File: config.mk
export PLATFORM = sky130hd
export DESIGN_NAME = pid_error_calc
export DESIGN_NICKNAME = d
export VERILOG_FILES = /design/src/rtl/pid_pkg.sv /design/src/rtl/pid_axis_dp.sv /design/src/rtl/pid_error_calc.sv
export SDC_FILE = /design/constraint.sdc
export NUM_CORES = 1
export LEC_CHECK = 0
export BUFFER_PORTS_ARGS = -buffer_cell sky130_fd_sc_hd__buf_4
export CORE_ASPECT_RATIO = 1.1
export CORE_MARGIN = 2
export CORE_UTILIZATION = 55
export DETAILED_ROUTE_END_ITERATION = 10
export PLACE_DENSITY = 0.8
export SYNTH_ARGS = -nofsm -noshare
export SYNTH_HDL_FRONTEND = slang
export SYNTH_SLANG_ARGS = --single-unit
File: constraint.sdc
create_clock -name clk -period 9.9 [get_ports clk]
set_input_delay 0.99 -clock clk [delete_from_list [all_inputs] [get_ports clk]]
set_output_delay 0.99 -clock clk [all_outputs]
set_load 0.02 [all_outputs]
File: src/rtl/pid_pkg.sv
// pid_pkg: shared width, FSM states, axis indices and saturating helpers for pid_error_calc
package pid_pkg;
  localparam int AXIS_W = 16;
  localparam logic [1:0] AX_PITCH = 2'd0;
  localparam logic [1:0] AX_ROLL  = 2'd1;
  localparam logic [1:0] AX_YAW   = 2'd2;
  typedef enum logic [2:0] {IDLE, AX_P, AX_R, AX_Y, DONE} state_t;
  function automatic logic signed [AXIS_W-1:0] sat16(input logic signed [AXIS_W+1:0] x);
    return x > 18'sd32767 ? 16'sh7fff : x < -18'sd32768 ? 16'sh8000 : x[AXIS_W-1:0];
  endfunction
  function automatic logic signed [AXIS_W-1:0] clamp(input logic signed [AXIS_W+1:0] x,
                                                     input logic signed [AXIS_W-1:0] lim);
    logic signed [AXIS_W+1:0] l;
    l = (AXIS_W+2)'(lim);
    return x > l ? lim : x < -l ? -lim : x[AXIS_W-1:0];
  endfunction
endpackage

File: src/rtl/pid_axis_dp.sv
// pid_axis_dp: combinational per-axis P/I/D step shared by all three axes
//   in : sp, meas (latched setpoint/measurement), i (integrator), prev_e, first, arm
//   out: e (P term), i_new (clamped integrator), d (derivative)
module pid_axis_dp import pid_pkg::*; #(
  parameter logic signed [AXIS_W-1:0] I_LIMIT      = 16'sd8192,
  parameter bit                       D_FIRST_ZERO = 1'b1
) (
  input  logic signed [AXIS_W-1:0] sp,
  input  logic signed [AXIS_W-1:0] meas,
  input  logic signed [AXIS_W-1:0] i,
  input  logic signed [AXIS_W-1:0] prev_e,
  input  logic                     first,
  input  logic                     arm,
  output logic signed [AXIS_W-1:0] e,
  output logic signed [AXIS_W-1:0] i_new,
  output logic signed [AXIS_W-1:0] d
);
  always_comb begin
    e = sat16((AXIS_W+2)'(sp) - (AXIS_W+2)'(meas));
    i_new = arm ? clamp((AXIS_W+2)'(i) + (AXIS_W+2)'(e), I_LIMIT) : '0;
    d = (!arm || (D_FIRST_ZERO && first)) ? '0 : sat16((AXIS_W+2)'(e) - (AXIS_W+2)'(prev_e));
  end
endmodule

File: src/rtl/pid_error_calc.sv
// pid_error_calc: sequences pitch/roll/yaw through one shared P/I/D datapath and strobes cal_pid_en
//   in : clk, rst, arm, sample_valid, sp_* / meas_* (signed setpoints and attitude)
//   out: *_error (P), i_*_error (integrators), d_*_error (derivatives), cal_pid_en, busy, sample_drop
module pid_error_calc import pid_pkg::*; #(
  parameter logic signed [AXIS_W-1:0] I_LIMIT      = 16'sd8192,
  parameter bit                       D_FIRST_ZERO = 1'b1
) (
  input  logic                     clk,
  input  logic                     rst,
  input  logic                     arm,
  input  logic                     sample_valid,
  input  logic signed [AXIS_W-1:0] sp_pitch,
  input  logic signed [AXIS_W-1:0] sp_roll,
  input  logic signed [AXIS_W-1:0] sp_yaw,
  input  logic signed [AXIS_W-1:0] meas_pitch,
  input  logic signed [AXIS_W-1:0] meas_roll,
  input  logic signed [AXIS_W-1:0] meas_yaw,
  output logic signed [AXIS_W-1:0] pitch_error,
  output logic signed [AXIS_W-1:0] roll_error,
  output logic signed [AXIS_W-1:0] yaw_error,
  output logic signed [AXIS_W-1:0] i_pitch_error,
  output logic signed [AXIS_W-1:0] i_roll_error,
  output logic signed [AXIS_W-1:0] i_yaw_error,
  output logic signed [AXIS_W-1:0] d_pitch_error,
  output logic signed [AXIS_W-1:0] d_roll_error,
  output logic signed [AXIS_W-1:0] d_yaw_error,
  output logic                     cal_pid_en,
  output logic                     busy,
  output logic                     sample_drop
);
  typedef logic signed [AXIS_W-1:0] word_t;
  state_t state_q, state_d;
  word_t sp_q [3], sp_d [3], meas_q [3], meas_d [3];
  word_t integ_q [3], integ_d [3], prev_q [3], prev_d [3];
  word_t ps_q [3], ps_d [3], is_q [3], is_d [3], ds_q [3], ds_d [3];
  word_t p_q [3], p_d [3], i_q [3], i_d [3], d_q [3], d_d [3];
  logic first_q, first_d, cal_q, cal_d, drop_q, drop_d;
  logic [1:0] ax;
  word_t e, i_new, d;
  always_comb ax = state_q == AX_R ? AX_ROLL : state_q == AX_Y ? AX_YAW : AX_PITCH;
  pid_axis_dp #(.I_LIMIT(I_LIMIT), .D_FIRST_ZERO(D_FIRST_ZERO)) u_dp (
    .sp(sp_q[ax]), .meas(meas_q[ax]), .i(integ_q[ax]), .prev_e(prev_q[ax]),
    .first(first_q), .arm(arm), .e(e), .i_new(i_new), .d(d)
  );
  always_comb begin
    state_d = state_q;
    sp_d = sp_q;
    meas_d = meas_q;
    integ_d = integ_q;
    prev_d = prev_q;
    ps_d = ps_q;
    is_d = is_q;
    ds_d = ds_q;
    p_d = p_q;
    i_d = i_q;
    d_d = d_q;
    first_d = first_q;
    cal_d = 1'b0;
    drop_d = sample_valid && state_q != IDLE;
    case (state_q)
      IDLE: if (sample_valid) begin
        state_d = AX_P;
        sp_d = '{sp_pitch, sp_roll, sp_yaw};
        meas_d = '{meas_pitch, meas_roll, meas_yaw};
      end
      AX_P, AX_R, AX_Y: begin
        state_d = state_q == AX_P ? AX_R : state_q == AX_R ? AX_Y : DONE;
        integ_d[ax] = i_new;
        prev_d[ax] = e;
        ps_d[ax] = e;
        is_d[ax] = i_new;
        ds_d[ax] = d;
      end
      DONE: begin
        state_d = IDLE;
        p_d = ps_q;
        i_d = is_q;
        d_d = ds_q;
        cal_d = 1'b1;
        first_d = 1'b0;
      end
      default: state_d = IDLE;
    endcase
    // Disarmed: wipe controller memory; an arm drop landing on DONE must not publish stale I/D.
    if (!arm) begin
      first_d = 1'b1;
      for (int k = 0; k < 3; k++) begin
        integ_d[k] = '0;
        prev_d[k] = '0;
        is_d[k] = '0;
        ds_d[k] = '0;
        if (state_q == DONE) begin
          i_d[k] = '0;
          d_d[k] = '0;
        end
      end
    end
  end
  // Reset leaves the first-sample flag set so the first derivative after reset is suppressed.
  always_ff @(posedge clk) begin
    if (rst) begin
      state_q <= IDLE;
      first_q <= 1'b1;
      cal_q <= 1'b0;
      drop_q <= 1'b0;
      for (int k = 0; k < 3; k++) begin
        sp_q[k] <= '0;
        meas_q[k] <= '0;
        integ_q[k] <= '0;
        prev_q[k] <= '0;
        ps_q[k] <= '0;
        is_q[k] <= '0;
        ds_q[k] <= '0;
        p_q[k] <= '0;
        i_q[k] <= '0;
        d_q[k] <= '0;
      end
    end else begin
      state_q <= state_d;
      first_q <= first_d;
      cal_q <= cal_d;
      drop_q <= drop_d;
      sp_q <= sp_d;
      meas_q <= meas_d;
      integ_q <= integ_d;
      prev_q <= prev_d;
      ps_q <= ps_d;
      is_q <= is_d;
      ds_q <= ds_d;
      p_q <= p_d;
      i_q <= i_d;
      d_q <= d_d;
    end
  end
  assign pitch_error = p_q[AX_PITCH];
  assign roll_error = p_q[AX_ROLL];
  assign yaw_error = p_q[AX_YAW];
  assign i_pitch_error = i_q[AX_PITCH];
  assign i_roll_error = i_q[AX_ROLL];
  assign i_yaw_error = i_q[AX_YAW];
  assign d_pitch_error = d_q[AX_PITCH];
  assign d_roll_error = d_q[AX_ROLL];
  assign d_yaw_error = d_q[AX_YAW];
  assign cal_pid_en = cal_q;
  assign sample_drop = drop_q;
  assign busy = state_q != IDLE;
endmodule

Word-level counts from Yosys, hierarchy flattened

Index checks and enable logic that the tools add are counted.

Logic and storage cells: 105
Output and inout bits: 147
Bits in registers: 486

Eq/ne operators: 5
Reductions and logical operators: 9
Add/subtract/negate cells: 3
$lt $le $gt $ge: 8
Multiplexer cells: 44
Bitwise logic cells: 2

Operators with widths:

| kind                                                                              | number |
|---|---|
| 16-bit two-way mux                                                                | 23 |
| 48-bit bitwise mux                                                                | 5 |
| 48-bit two-way mux                                                                | 4 |
| 16-bit binary-select mux with 2-bit select                                        | 4 |
| 18-bit by 16-bit greater-than comparator with 1-bit output, second input constant | 2 |
| 18-bit by 16-bit less-than comparator with 1-bit output, second input constant    | 2 |
| 16-bit by 16-bit subtractor with 17-bit output                                    | 2 |
| 16-bit demux with 2-bit select                                                    | 1 |
| 18-bit by 15-bit greater-than comparator with 1-bit output, second input constant | 1 |
| 18-bit by 14-bit less-than comparator with 1-bit output, second input constant    | 1 |
| 16-bit by 16-bit adder with 17-bit output                                         | 1 |
| 3-bit two-way mux                                                                 | 3 |
| 3-bit by 2-bit equality test with 1-bit output, second input constant             | 2 |
| 3-bit case mux with 2 select lines                                                | 1 |
| 2-bit two-way mux                                                                 | 2 |
| 3-bit by 1-bit equality test with 1-bit output, second input constant             | 1 |
| 3-bit equality test, second input constant                                        | 1 |
| 3-bit >= comparator, second input constant                                        | 1 |
| 3-bit zero test                                                                   | 1 |
| 3-bit by 1-bit less-than comparator with 1-bit output, second input constant      | 1 |
| 2-bit NOT with 3-bit output                                                       | 1 |
| 3-bit nonzero test                                                                | 1 |
| 3-bit OR reduction                                                                | 1 |
| 1-bit logical AND                                                                 | 2 |
| other kinds (7)                                                                   | 7 |

Logic depth before layout (Yosys ltp)

Word-level depth: 17
Depth in mapped cells: 36
Gate-level depth less buffers: 32

Cells and area by module

Synthesis repeated with hierarchy kept, for this count alone.

Cells, all modules: 2193
Area total of the unflattened synthesis: 22421.5 µm²

Modules (own cells, without submodules):

| module         | sequential area each (µm²) | cells an instance | area an instance (µm²) | instances |
|---|---|---|---|---|
| pid_error_calc | 8768.4                     | 1758              | 19344.8                | 1 |
| pid_axis_dp    | 0.0                        | 435               | 3076.7                 | 1 |

Worst setup path before layout

No wires, ideal clock.

Kind: flip-flop to flip-flop
Start: reg state_q[1]
End: reg integ_q[10] (netlist name)
Data arrival time: 7601 ps
Path slack: 2239 ps
Stages on the path, launching flop included: 34
Period minus slack after synthesis: 7661 ps
Data required time: 9839 ps
Buffers on the path: 5
Cells stage by stage: dfxtp_1 > clkbuf_1 > nor3b_1 > clkbuf_1 > clkbuf_1 > clkbuf_1 > nand2_1 > a31oi_1 > ha_1 > a21o_1 > a31o_2 > a221o_1 > a31oi_2 > buf_4 > nor2_1 > a22o_1 > nor2_1 > inv_1 > ha_1 > inv_1 > fa_1 > nor2b_1 > o21ai_0 > a21boi_0 > o21a_1 > o21ai_0 > a21oi_1 > nor3_1 > o41ai_1 > or2_2 > a2111oi_0 > a22oi_1 > nor3_1 > a22o_1

Cells in the longest elaborated chain, start to end: 17
Elaborated cells between the ends (all ways): 33
Those cells by class: 2 x add/sub; 6 x order compare; 3 x eq/ne; 19 x mux; 1 x bitwise; 2 x reduce/logical

RTL lines:

| item                                                    | line                  | source |
|---|---|---|
| from (decl)                                             | pid_error_calc.sv:32  | `state_t state_q, state_d;` |
| from (signal assigned)                                  | pid_error_calc.sv:119 | `state_q <= state_d;` |
| 3-bit by 2-bit equality test with 1-bit output          | pid_error_calc.sv:40  | `always_comb ax = state_q == AX_R ? AX_ROLL : state_q == AX_Y ? AX_YAW : AX_PITCH;` |
| 2-bit two-way mux                                       | pid_error_calc.sv:40  |  |
| 2-bit two-way mux *                                     | pid_error_calc.sv:40  |  |
| 2-bit NOT with 3-bit output (not written as such) *     | pid_error_calc.sv:42  | `.sp(sp_q[ax]), .meas(meas_q[ax]), .i(integ_q[ax]), .prev_e(prev_q[ax]),` |
| 16-bit binary-select mux with 2-bit select              | pid_error_calc.sv:42  |  |
| 16-bit two-way mux (not written as such) (2 in series)  | pid_error_calc.sv:42  |  |
| 16-bit by 16-bit subtractor with 17-bit output *        | pid_axis_dp.sv:19     | `e = sat16((AXIS_W+2)'(sp) - (AXIS_W+2)'(meas));` |
| 18-bit by 16-bit less-than comparator with 1-bit output | pid_pkg.sv:9          | `return x > 18'sd32767 ? 16'sh7fff : x < -18'sd32768 ? 16'sh8000 : x[AXIS_W-1:0];` |
| 16-bit two-way mux                                      | pid_pkg.sv:9          |  |
| 16-bit two-way mux *                                    | pid_pkg.sv:9          |  |
| named net e[0]                                          | pid_error_calc.sv:39  | `word_t e, i_new, d;` |
| 16-bit by 16-bit adder with 17-bit output *             | pid_axis_dp.sv:20     | `i_new = arm ? clamp((AXIS_W+2)'(i) + (AXIS_W+2)'(e), I_LIMIT) : '0;` |
| 18-bit by 14-bit less-than comparator with 1-bit output | pid_pkg.sv:15         | `return x > l ? lim : x < -l ? -lim : x[AXIS_W-1:0];` |
| 16-bit two-way mux                                      | pid_pkg.sv:15         |  |
| 16-bit two-way mux *                                    | pid_pkg.sv:15         |  |
| 16-bit two-way mux *                                    | pid_axis_dp.sv:20     |  |
| 48-bit bitwise mux *                                    | pid_error_calc.sv:68  | `integ_d[ax] = i_new;` |
| to (signal assigned)                                    | pid_error_calc.sv:125 | `integ_q <= integ_d;` |
| to (decl)                                               | pid_error_calc.sv:34  | `word_t integ_q [3], integ_d [3], prev_q [3], prev_d [3];` |

Mark *: on every way through the listed nets, which the timed path passes. The rest lies on a longest branch. The select of a mux whose other input is x is not followed.
A chain may end at the register's enable or synchronous reset.

Final worst setup path

Start: reg state_q[1]
End: reg integ_q[35] (netlist name)

Same word-level chain as after synthesis.

==> run metrics <==
outcome complete, no violations; Fin Setup TNS 0 ns; Syn Nets about 2600; post-synth top area cell dfxtp_1; CP Capture Type flip-flop; WP data required 10.38 ns; Ys Warns 0; vias post-DR ~18000; Top FF cell, synth dfxtp_1; # diodes 0; CP most frequent cell nor2_1; CTS resizes 0; Slew @ Worst Pin 1.22 ns; P_leak 0.00854 µW; I/O pins 247; Startpoint Class flip-flop; Root Buffer clkbuf_16; unrepaired setup endpoints after global routing no; top cells by area, synth dfxtp_1, nand2_1, a21oi_1; class of the worst hold path flip-flop to flip-flop; crit-path max cell delay 0.72 ns; register area share after synthesis 0.459; post-CTS setup buffers 0; vias in the first global route roughly 17000; Peak VDD IR roughly 0.14 mV; worst-path cell with the longest stage delay nand3b_1; dpl hpwl between 30 and 40 mm; Hold-fix buffers, CTS 0; overall die height 200 µm; post-synthesis cell count 2471; post-route antenna net violation count 0; WS Path Type flip-flop to flip-flop; R2R Path End integ_q[35]; #FFs+latches synth 438; r2r setup slk 1.02 ns; synth unique cells 75; Final min period approximately 8.9 ns; Row Count slightly above 70; max cap viols 0; top cell type's share of synthesized area 0.459; Worst-path clk slew 0.06 ns; gr ovfl total 0; area added between synthesis and finish 17.1%; PD cells roughly 270 nW/µm²; Reg-to-Reg Start state_q[1]; Initial DRC Count 1619; Syn Area/Cell 7.74 µm²; total CTS buffers 42; most frequent cells in the layout nand2_1, a21oi_1, dfxtp_1, buf_4, nor2_1; final period utilization 0.897; Worst Reg2Reg Path Length in Cells 29; Hold Violations, Final 0; Hold Crit Depth 2; Mapped Area 19100 µm²; Hold Crit Start d_pitch_error[8]; commonest non-fill, non-tap cell in the layout nand2_1; GRT Total Usage 0.309; CTS sink count 438; Placeable Area 34200 µm²; Worst Hold End d_pitch_error[8]; count of final setup violators 0; CTS tree built; routed len/inst 18.7 µm; die area between 30000 and 40000 µm²; largest net degree at the start of global routing between 90 and 100; share of layout cells above drive strength 1 0.146; CTS Buffer Depth 3; nets@finish around 2700; Final Max Slew Viols 0; Starting Density 0.559; EDFF count, synth 0; slew margin rel. 0.185; H-tree depth 2; FILL cells approximately 2900; Worst Path Arrival roughly 9.4 ns; via/cell ratio around 6; FMAX around 0.11 GHz; Layout Skew 0.0253 ns; worst skew pair latency 0.56 ns; worst-path fanout max 24; wirelength, routed 57.3 mm; Die Wd ~180 µm; Synth async-reset ratio 0; GP Congestion 0.927; DRC 0; Port Buffers around 250; global-route wire length before repair around 90 mm; initial antenna violation count 0; First-pass DRT Iterations 6; Util after Layout 0.655
==> cell type report <==
type,count,area [µm²],share of cell area
clock inverter,11,116,0.00520
timing repair buffer,269,2030,0.0905
sequential,438,8770,0.392
tap,438,548,0.0245
multi-input combinational,1813,9540,0.426
inverter,32,120,0.00536
clock buffer,64,1270,0.0569
==> worst max-delay path: cells and delay by family (launching register included) <==
family | cells | cell delay (ns)
simple gates | 8 | 2.75
fa+ha+maj | 3 | 1.11
flops | 1 | 0.56
buf+inv | 5 | 1.09
compound gates | 13 | 3.28
==> state kept, by name (all words and copies together) (netlist names), 3 cells and up <==
register,cells
d_pitch_error,16
d_roll_error,16
d_yaw_error,16
ds_q,48
i_pitch_error,16
i_roll_error,16
i_yaw_error,16
integ_q,48
meas_q,48
pitch_error,16
prev_q,48
ps_q,48
roll_error,16
sp_q,48
state_q,3
yaw_error,16
==> report_power, final <==
part,total (µW),switching [µW],internal (µW)
combinational,2530,1700,829
clock,1620,678,941
sequential,1900,54.6,1840
total,6050,2430,3610
==> layer usage <==
layer  GRT usage  wire length [µm]  share of wire  up-vias
li1            -                 -              -     8759
met1       0.386             23600           0.41     8508
met2       0.530             27700           0.48      667
met3      0.0374              3120          0.055      144
met4       0.158              2810          0.049        0
met5           0                 0              0        -
==> cells in the mapped netlist (all sizes together) (5+ instances only) <==
master and instances:
nor3 26, o21bai 5, nor2 126, nand3 119, a31oi 40, o21ai 99, a31o 5, a21oi 456
a21o 16, o21a 10, and2 6, or2 5, a211oi 28, inv 32, nand2b 7, xor2 16
o41ai 11, nand3b 5, nand2 622, or3 9, xnor2 26, nor2b 8, maj3 6, clkbuf 159
o311ai 7, a22o 21, ha 47, o211ai 17, buf 29, o31ai 11, dfxtp 438
==> cell families (layout without fill, tap and decap cells) <==
kind of cell	Yosys count	count (layout)	share of synthesized area
simple gates	952	952	0.206
compound gates	757	757	0.230
flops	438	438	0.459
buf+inv	220	376	0.0446
fa+ha+maj	55	55	0.0361
xor+xnor	42	42	0.0196
mux	7	7	0.00517
==> through the flow <==
stage	setup WS, ns	cell area, µm²	power [µW]	hold WS [ns]	std cells
finish	1.02	22400	6050	0.451	3065
floorplan	2.24	19100	3670	0.431	2471
CTS	1.11	22400	6010	0.454	3065
detailed placement	1.18	21000	4410	0.446	2990
global route	0.146	22400	6350	0.463	3065
global placement	1.29	21000	4390	0.438	2990
==> how the worst max path moves through the flow <==
stage / to / start / slack, ns
floorplan: integ_q[10] / state_q[1] / 2.24
global placement: integ_q[3] / state_q[1] / 1.29
detailed placement: integ_q[3] / state_q[1] / 1.18
CTS: integ_q[3] / state_q[1] / 1.11
global route: integ_q[5] / state_q[1] / 0.15
finish: integ_q[35] / state_q[1] / 1.02
Power figures use the tool's default switching activity.
